--- src/rtl/jtag_tap_controller_if.sv ---
// Signal bundle between a JTAG TAP controller and the logic around it.
// The slave modport is the TAP side; the master modport is the host or test side.
interface jtag_tap_controller_if;
    logic       TMS;
    logic       ir_tdo;
    logic       dr_tdo;
    logic [3:0] tap_state;
    logic       capture_dr;
    logic       shift_dr;
    logic       update_dr;
    logic       capture_ir;
    logic       shift_ir;
    logic       update_ir;
    logic       tlr;
    logic       TDO;
    logic       TDO_EN;

    modport slave (
        input  TMS, ir_tdo, dr_tdo,
        output tap_state, capture_dr, shift_dr, update_dr,
               capture_ir, shift_ir, update_ir, tlr, TDO, TDO_EN
    );

    modport master (
        output TMS, ir_tdo, dr_tdo,
        input  tap_state, capture_dr, shift_dr, update_dr,
               capture_ir, shift_ir, update_ir, tlr, TDO, TDO_EN
    );
endinterface

--- src/rtl/jtag_tap_controller.sv ---
// IEEE 1149.1 TAP controller: 16-state FSM on rising TCK, state decodes,
// and a falling-edge TDO / TDO_EN output stage.
module jtag_tap_controller #(
    parameter logic [3:0] S_TLR        = 4'd0,
    parameter logic [3:0] S_RUN_IDLE   = 4'd1,
    parameter logic [3:0] S_SELECT_DR  = 4'd2,
    parameter logic [3:0] S_CAPTURE_DR = 4'd3,
    parameter logic [3:0] S_SHIFT_DR   = 4'd4,
    parameter logic [3:0] S_EXIT1_DR   = 4'd5,
    parameter logic [3:0] S_PAUSE_DR   = 4'd6,
    parameter logic [3:0] S_EXIT2_DR   = 4'd7,
    parameter logic [3:0] S_UPDATE_DR  = 4'd8,
    parameter logic [3:0] S_SELECT_IR  = 4'd9,
    parameter logic [3:0] S_CAPTURE_IR = 4'd10,
    parameter logic [3:0] S_SHIFT_IR   = 4'd11,
    parameter logic [3:0] S_EXIT1_IR   = 4'd12,
    parameter logic [3:0] S_PAUSE_IR   = 4'd13,
    parameter logic [3:0] S_EXIT2_IR   = 4'd14,
    parameter logic [3:0] S_UPDATE_IR  = 4'd15
) (
    input  logic                         TCK,
    input  logic                         TRST_N,
    jtag_tap_controller_if.slave         jtag
);

    typedef enum logic [3:0] {
        ST_TLR        = S_TLR,
        ST_RUN_IDLE   = S_RUN_IDLE,
        ST_SELECT_DR  = S_SELECT_DR,
        ST_CAPTURE_DR = S_CAPTURE_DR,
        ST_SHIFT_DR   = S_SHIFT_DR,
        ST_EXIT1_DR   = S_EXIT1_DR,
        ST_PAUSE_DR   = S_PAUSE_DR,
        ST_EXIT2_DR   = S_EXIT2_DR,
        ST_UPDATE_DR  = S_UPDATE_DR,
        ST_SELECT_IR  = S_SELECT_IR,
        ST_CAPTURE_IR = S_CAPTURE_IR,
        ST_SHIFT_IR   = S_SHIFT_IR,
        ST_EXIT1_IR   = S_EXIT1_IR,
        ST_PAUSE_IR   = S_PAUSE_IR,
        ST_EXIT2_IR   = S_EXIT2_IR,
        ST_UPDATE_IR  = S_UPDATE_IR
    } state_t;

    state_t state;
    state_t state_next;

    // NOTE: sequential state uses non-blocking assignments so every flop samples pre-edge values.
    always_ff @(posedge TCK or negedge TRST_N) begin
        if (!TRST_N) state <= ST_TLR;
        else         state <= state_next;
    end

    // NOTE: the default is assigned first so no path through the case can infer a latch.
    always_comb begin
        state_next = state;
        case (state)
            ST_TLR:        state_next = jtag.TMS ? ST_TLR       : ST_RUN_IDLE;
            ST_RUN_IDLE:   state_next = jtag.TMS ? ST_SELECT_DR : ST_RUN_IDLE;
            ST_SELECT_DR:  state_next = jtag.TMS ? ST_SELECT_IR : ST_CAPTURE_DR;
            ST_CAPTURE_DR: state_next = jtag.TMS ? ST_EXIT1_DR  : ST_SHIFT_DR;
            ST_SHIFT_DR:   state_next = jtag.TMS ? ST_EXIT1_DR  : ST_SHIFT_DR;
            ST_EXIT1_DR:   state_next = jtag.TMS ? ST_UPDATE_DR : ST_PAUSE_DR;
            ST_PAUSE_DR:   state_next = jtag.TMS ? ST_EXIT2_DR  : ST_PAUSE_DR;
            ST_EXIT2_DR:   state_next = jtag.TMS ? ST_UPDATE_DR : ST_SHIFT_DR;
            ST_UPDATE_DR:  state_next = jtag.TMS ? ST_SELECT_DR : ST_RUN_IDLE;
            ST_SELECT_IR:  state_next = jtag.TMS ? ST_TLR       : ST_CAPTURE_IR;
            ST_CAPTURE_IR: state_next = jtag.TMS ? ST_EXIT1_IR  : ST_SHIFT_IR;
            ST_SHIFT_IR:   state_next = jtag.TMS ? ST_EXIT1_IR  : ST_SHIFT_IR;
            ST_EXIT1_IR:   state_next = jtag.TMS ? ST_UPDATE_IR : ST_PAUSE_IR;
            ST_PAUSE_IR:   state_next = jtag.TMS ? ST_EXIT2_IR  : ST_PAUSE_IR;
            ST_EXIT2_IR:   state_next = jtag.TMS ? ST_UPDATE_IR : ST_SHIFT_IR;
            ST_UPDATE_IR:  state_next = jtag.TMS ? ST_SELECT_DR : ST_RUN_IDLE;
            default:       state_next = ST_TLR;
        endcase
    end

    // Decodes look only at the state register, so each is stable for a whole TCK period.
    assign jtag.tap_state  = state;
    assign jtag.tlr        = (state == ST_TLR);
    assign jtag.capture_dr = (state == ST_CAPTURE_DR);
    assign jtag.shift_dr   = (state == ST_SHIFT_DR);
    assign jtag.update_dr  = (state == ST_UPDATE_DR);
    assign jtag.capture_ir = (state == ST_CAPTURE_IR);
    assign jtag.shift_ir   = (state == ST_SHIFT_IR);
    assign jtag.update_ir  = (state == ST_UPDATE_IR);

    // Falling-edge stage gives downstream logic half a period of setup before the next capture.
    // TDO keeps its last value outside the shift states.
    always_ff @(negedge TCK or negedge TRST_N) begin
        if (!TRST_N) begin
            jtag.TDO    <= 1'b0;
            jtag.TDO_EN <= 1'b0;
        end else begin
            jtag.TDO_EN <= (state == ST_SHIFT_DR) || (state == ST_SHIFT_IR);
            if (state == ST_SHIFT_IR)      jtag.TDO <= jtag.ir_tdo;
            else if (state == ST_SHIFT_DR) jtag.TDO <= jtag.dr_tdo;
        end
    end

endmodule

--- src/flat_wrapper.sv ---
// flat-port wrapper written by rule: the top's interface ports become plain ports
module jtag_tap_controller_flat 
#(
    parameter logic [3:0] S_TLR        = 4'd0,
    parameter logic [3:0] S_RUN_IDLE   = 4'd1,
    parameter logic [3:0] S_SELECT_DR  = 4'd2,
    parameter logic [3:0] S_CAPTURE_DR = 4'd3,
    parameter logic [3:0] S_SHIFT_DR   = 4'd4,
    parameter logic [3:0] S_EXIT1_DR   = 4'd5,
    parameter logic [3:0] S_PAUSE_DR   = 4'd6,
    parameter logic [3:0] S_EXIT2_DR   = 4'd7,
    parameter logic [3:0] S_UPDATE_DR  = 4'd8,
    parameter logic [3:0] S_SELECT_IR  = 4'd9,
    parameter logic [3:0] S_CAPTURE_IR = 4'd10,
    parameter logic [3:0] S_SHIFT_IR   = 4'd11,
    parameter logic [3:0] S_EXIT1_IR   = 4'd12,
    parameter logic [3:0] S_PAUSE_IR   = 4'd13,
    parameter logic [3:0] S_EXIT2_IR   = 4'd14,
    parameter logic [3:0] S_UPDATE_IR  = 4'd15
)
  (TCK, TRST_N, jtag_TMS, jtag_ir_tdo, jtag_dr_tdo, jtag_tap_state, jtag_capture_dr, jtag_shift_dr, jtag_update_dr, jtag_capture_ir, jtag_shift_ir, jtag_update_ir, jtag_tlr, jtag_TDO, jtag_TDO_EN);
  jtag_tap_controller_if jtag_i ();
  input  logic TCK;
  input  logic TRST_N;
  input wire logic [$bits(jtag_i.TMS)-1:0] jtag_TMS;
  input wire logic [$bits(jtag_i.ir_tdo)-1:0] jtag_ir_tdo;
  input wire logic [$bits(jtag_i.dr_tdo)-1:0] jtag_dr_tdo;
  output wire logic [$bits(jtag_i.tap_state)-1:0] jtag_tap_state;
  output wire logic [$bits(jtag_i.capture_dr)-1:0] jtag_capture_dr;
  output wire logic [$bits(jtag_i.shift_dr)-1:0] jtag_shift_dr;
  output wire logic [$bits(jtag_i.update_dr)-1:0] jtag_update_dr;
  output wire logic [$bits(jtag_i.capture_ir)-1:0] jtag_capture_ir;
  output wire logic [$bits(jtag_i.shift_ir)-1:0] jtag_shift_ir;
  output wire logic [$bits(jtag_i.update_ir)-1:0] jtag_update_ir;
  output wire logic [$bits(jtag_i.tlr)-1:0] jtag_tlr;
  output wire logic [$bits(jtag_i.TDO)-1:0] jtag_TDO;
  output wire logic [$bits(jtag_i.TDO_EN)-1:0] jtag_TDO_EN;
  assign jtag_i.TMS = jtag_TMS;
  assign jtag_i.ir_tdo = jtag_ir_tdo;
  assign jtag_i.dr_tdo = jtag_dr_tdo;
  assign jtag_tap_state = jtag_i.tap_state;
  assign jtag_capture_dr = jtag_i.capture_dr;
  assign jtag_shift_dr = jtag_i.shift_dr;
  assign jtag_update_dr = jtag_i.update_dr;
  assign jtag_capture_ir = jtag_i.capture_ir;
  assign jtag_shift_ir = jtag_i.shift_ir;
  assign jtag_update_ir = jtag_i.update_ir;
  assign jtag_tlr = jtag_i.tlr;
  assign jtag_TDO = jtag_i.TDO;
  assign jtag_TDO_EN = jtag_i.TDO_EN;
  jtag_tap_controller #(.S_TLR(S_TLR), .S_RUN_IDLE(S_RUN_IDLE), .S_SELECT_DR(S_SELECT_DR), .S_CAPTURE_DR(S_CAPTURE_DR), .S_SHIFT_DR(S_SHIFT_DR), .S_EXIT1_DR(S_EXIT1_DR), .S_PAUSE_DR(S_PAUSE_DR), .S_EXIT2_DR(S_EXIT2_DR), .S_UPDATE_DR(S_UPDATE_DR), .S_SELECT_IR(S_SELECT_IR), .S_CAPTURE_IR(S_CAPTURE_IR), .S_SHIFT_IR(S_SHIFT_IR), .S_EXIT1_IR(S_EXIT1_IR), .S_PAUSE_IR(S_PAUSE_IR), .S_EXIT2_IR(S_EXIT2_IR), .S_UPDATE_IR(S_UPDATE_IR)) u_core (.TCK(TCK), .TRST_N(TRST_N), .jtag(jtag_i));
endmodule
--- config.mk ---
export PLATFORM = sky130hd
export DESIGN_NAME = jtag_tap_controller_flat
export DESIGN_NICKNAME = d
export VERILOG_FILES = /design/src/rtl/jtag_tap_controller_if.sv /design/src/rtl/jtag_tap_controller.sv /design/src/flat_wrapper.sv
export SDC_FILE = /design/constraint.sdc
export NUM_CORES = 1
export LEC_CHECK = 0
export CAP_MARGIN = 20
export CORE_AREA = 4 4 41 43
export DETAILED_ROUTE_END_ITERATION = 6
export DIE_AREA = 0 0 45 47
export HOLD_SLACK_MARGIN = 0.03
export PLACE_DENSITY = 0.63
export SYNTH_ARGS = -nofsm -noshare
export SYNTH_HDL_FRONTEND = slang
export SYNTH_SLANG_ARGS = --single-unit
--- constraint.sdc ---
create_clock -name TCK -period 1.7 [get_ports TCK]
set_clock_uncertainty 0.1 [all_clocks]
set_input_delay 0.17 -clock TCK [delete_from_list [all_inputs] [get_ports TCK]]
set_output_delay 0.17 -clock TCK [all_outputs]
set_load 0.005 [all_outputs]
==> impl_metrics.tcl <==
set metrics [dict create \
    timing.reg2reg.setup_slack_ps -410 \
    routed_wire_length_per_instance_um 13.4 \
    ff2ff_path_depth 3 \
    clk_pin_slew_ps 40 \
    antenna_found_initial 0 \
    final_hold_viol_count 0 \
    effective_utilization_at_floorplan_pct 34.7 \
    r2r-start "u_core.jtag.tap_state[0]" \
    rows 13 \
    die_area_mm2 0.00212 \
    seq_total_area_yosys_pct 33.2 \
    drt_iter0_markers 15 \
    worst_path_cell_chain "nor4b_4 -> mux2i_1 -> a21oi_1" \
    cellLeakagePower_nw 0.427 \
    p_per_area_mw_per_mm2 1850 \
    largest_net_degree_at_the_start_of_global_routing 18 \
    final_critical_path_setup_slack_ps -409 \
    wl_mm 1.41 \
    areaGrowthSynthToFinish_pct 93.9 \
    syn_area_per_cell_um2 8.36 \
    post_synth_cell_types 27 \
    syn-instance-count 54 \
    drt_first_pass_iters 4 \
    detailroute.via_count 539 \
    drc 0 \
    timing.max_slew.rel_slack_pct 79.2 \
    min-delay-path-class "input pin to async pin" \
    fp.dieH_um 47 \
    nets 97 \
    worst_skew_pair.late_latency_ps 240 \
    critical_path_required_ps 850 \
    startpoint_type_of_the_worst_setup_path "flop" \
    synthMostInstantiatedCell "sky130_fd_sc_hd__buf_2" \
    root_buffer "sky130_fd_sc_hd__clkbuf_4" \
    cts_num_sinks 6 \
    syn_area_um2 452 \
    reg2reg_to "u_core.jtag.TDO" \
    critPathSlowestCell "sky130_fd_sc_hd__dfrtp_1" \
    async_flop_share_pct 100 \
    synth_top_cell_by_area "sky130_fd_sc_hd__dfrtp_1" \
    ctsLongestPathBuffers 2 \
    synth.cells.most_frequent "5 x sky130_fd_sc_hd__buf_2, 4 x sky130_fd_sc_hd__a21oi_1, 4 x sky130_fd_sc_hd__dfrtp_1, 4 x sky130_fd_sc_hd__nor2_1, 4 x sky130_fd_sc_hd__nor3_1" \
    postSynth.topFlopCell "sky130_fd_sc_hd__dfrtp_1" \
    final_layout_size_suffix_gt1_share_pct 47.8 \
    cts_made_buffers 3 \
    ys_warn_count 0 \
    share_of_the_synthesized_area_in_the_top_cell_type_pct 22.2 \
    ys_seq_elements 6 \
    timing.hold.ws_ps 41.3 \
    timing_max_transition_violations_final 0 \
    tightestPinTransition_ps 311 \
    setup_viol_count_final 4 \
    cts_hold_repair.buffers 0 \
    vdd_ir_drop_max_uv 785 \
    htree_num_levels 1 \
    detailedPlace.worstSlack_ps -453 \
    detailed_place_hpwl_um 852 \
    n_antenna_cell 0 \
    routabilityCongestion 0.751 \
    grt_setup_unrepaired "yes" \
    maxCapViolCount 0 \
    critical_path_arrival_ps 1250 \
    end_kind "flop" \
    port-buffer-count 17 \
    floorplan.die.width_um 45 \
    grt_first_pass_wirelength_mm 2.09 \
    grt.overflow.total 0 \
    globalRouteTotalUtil_pct 14.1 \
    placeableCoreArea_mm2 0.00130 \
    critical_path_peak_fanout 2 \
    crit_path_max_incr_delay_ps 400 \
    synth_edf_count 0 \
    synth.net_count 59 \
    antenna_violating_nets_post_route 0 \
    ioPinCount 18 \
    fin_tns_setup_ps -1100 \
    status "finished, violations left" \
    synth.top_cells.by_area "sky130_fd_sc_hd__dfrtp_1 22%, sky130_fd_sc_hd__dfrtn_1 11%, sky130_fd_sc_hd__buf_2 5.5%" \
    vias_per_cell 5.13 \
    violations "setup timing" \
    grt_pass1_vias 483 \
    tritoncts "yes" \
    setup.worst_path.class "flop to flop" \
]
[per-stage QoR]
stage / total power, mW / cell area [µm²] / cells / util (%)
6_report: 1.62 / 876 / 105 / 67.3
5_1_grt: 1.74 / 876 / 105 / 67.3
4_1_cts: 1.35 / 747 / 98 / 57.4
3_5_place_dp: 1.16 / 698 / 92 / 53.7
3_3_place_gp: 1.16 / 698 / 92 / 53.7
2_1_floorplan: 0.767 / 458 / 54 / -
[how the worst max path moves through the flow]
stage	end	start	cells after the start
3_3_place_gp	u_core.jtag.TDO	u_core.jtag.tap_state[1]	3
2_1_floorplan	u_core.jtag.TDO	u_core.jtag.tap_state[1]	3
5_1_grt	u_core.jtag.TDO	u_core.jtag.tap_state[0]	3
4_1_cts	u_core.jtag.TDO	u_core.jtag.tap_state[3]	3
3_5_place_dp	u_core.jtag.TDO	u_core.jtag.tap_state[1]	3
6_report	u_core.jtag.TDO	u_core.jtag.tap_state[0]	3
[routing by layer]
metal | GRT usage [%] | vias to the layer above | routed length, µm
met4 | 9.36 | 0 | 25
met5 | 0 | - | 0
met3 | 4.21 | 4 | 113
met1 | 16.7 | 247 | 635
met2 | 22.3 | 20 | 633
li1 | - | 268 | -
[kinds of logic (layout without fill, tap and decap cells)]
group | count (synthesis) | count (layout) | synth area share, %
AND/OR/NAND/NOR | 24 | 24 | 33.5
AO/OA/AOI/OAI | 13 | 13 | 19.4
buffers and inverters | 9 | 45 | 9.69
flip-flops | 6 | 6 | 33.2
XOR/XNOR | 1 | 1 | 1.94
multiplexers | 1 | 1 | 2.22
[state kept, by name (all words and copies together) (netlist names)]
| register | cells |
|---|---|
| u_core.jtag.tap_state | 4 |
| u_core.jtag.TDO | 1 |
| u_core.jtag.TDO_EN | 1 |
[critical path, delay by kind of cell, from the launching register on]
kind               cells  cell delay, ps
muxes                  1             210
AOI/OAI and AO/OA      1              70
DFF                    1             400
and+or+nand+nor        1             320
[what timing repair did]
item | 4_1_cts | 5_1_grt
setup endpoints to repair | 11 | 11
gates cloned | 0 | 1
setup buffers | 3 | 7
pin swaps | 1 | 5
gates resized for setup | 24 | 28
[cells in the final DEF (no fill, tap or decap), types with 2 or more instances in the layout]
master | Yosys | final
sky130_fd_sc_hd__buf_4 | 1 | 16
sky130_fd_sc_hd__buf_12 | 0 | 2
sky130_fd_sc_hd__nor2_1 | 4 | 4
sky130_fd_sc_hd__clkbuf_2 | 0 | 2
sky130_fd_sc_hd__a21oi_1 | 4 | 4
sky130_fd_sc_hd__dfrtn_1 | 2 | 2
sky130_fd_sc_hd__clkbuf_4 | 0 | 3
sky130_fd_sc_hd__inv_1 | 3 | 3
sky130_fd_sc_hd__dfrtp_1 | 4 | 3
sky130_fd_sc_hd__buf_6 | 0 | 3
sky130_fd_sc_hd__nor3_2 | 0 | 2
sky130_fd_sc_hd__o221ai_1 | 2 | 2
sky130_fd_sc_hd__nand2_1 | 3 | 2
sky130_fd_sc_hd__clkdlybuf4s50_1 | 0 | 6
sky130_fd_sc_hd__dlymetal6s2s_1 | 0 | 2
sky130_fd_sc_hd__nor2b_1 | 2 | 2
sky130_fd_sc_hd__nor3_1 | 4 | 2
sky130_fd_sc_hd__nand3_1 | 2 | 2
sky130_fd_sc_hd__buf_2 | 5 | 4
[area by class of cell]
| type | count | area [µm²] |
|---|---|---|
| Fill cell | 119 | 425 |
| Sequential cell | 6 | 151 |
| Inverter | 3 | 11.3 |
| Timing Repair Buffer | 39 | 368 |
| Multi-Input combinational cell | 39 | 304 |
| Tap cell | 15 | 18.8 |
| Clock buffer | 3 | 22.5 |
[report_power, final]
group | internal [mW] | total (mW) | leakage (nW) | switching (mW)
logic | 0.692 | 1.21 | 0.341 | 0.518
registers | 0.221 | 0.285 | 0.0721 | 0.0637
clock network | 0.0797 | 0.128 | 0.0138 | 0.0488
total | 0.993 | 1.62 | 0.427 | 0.631
No activity file was read; power rests on OpenSTA's default activity.
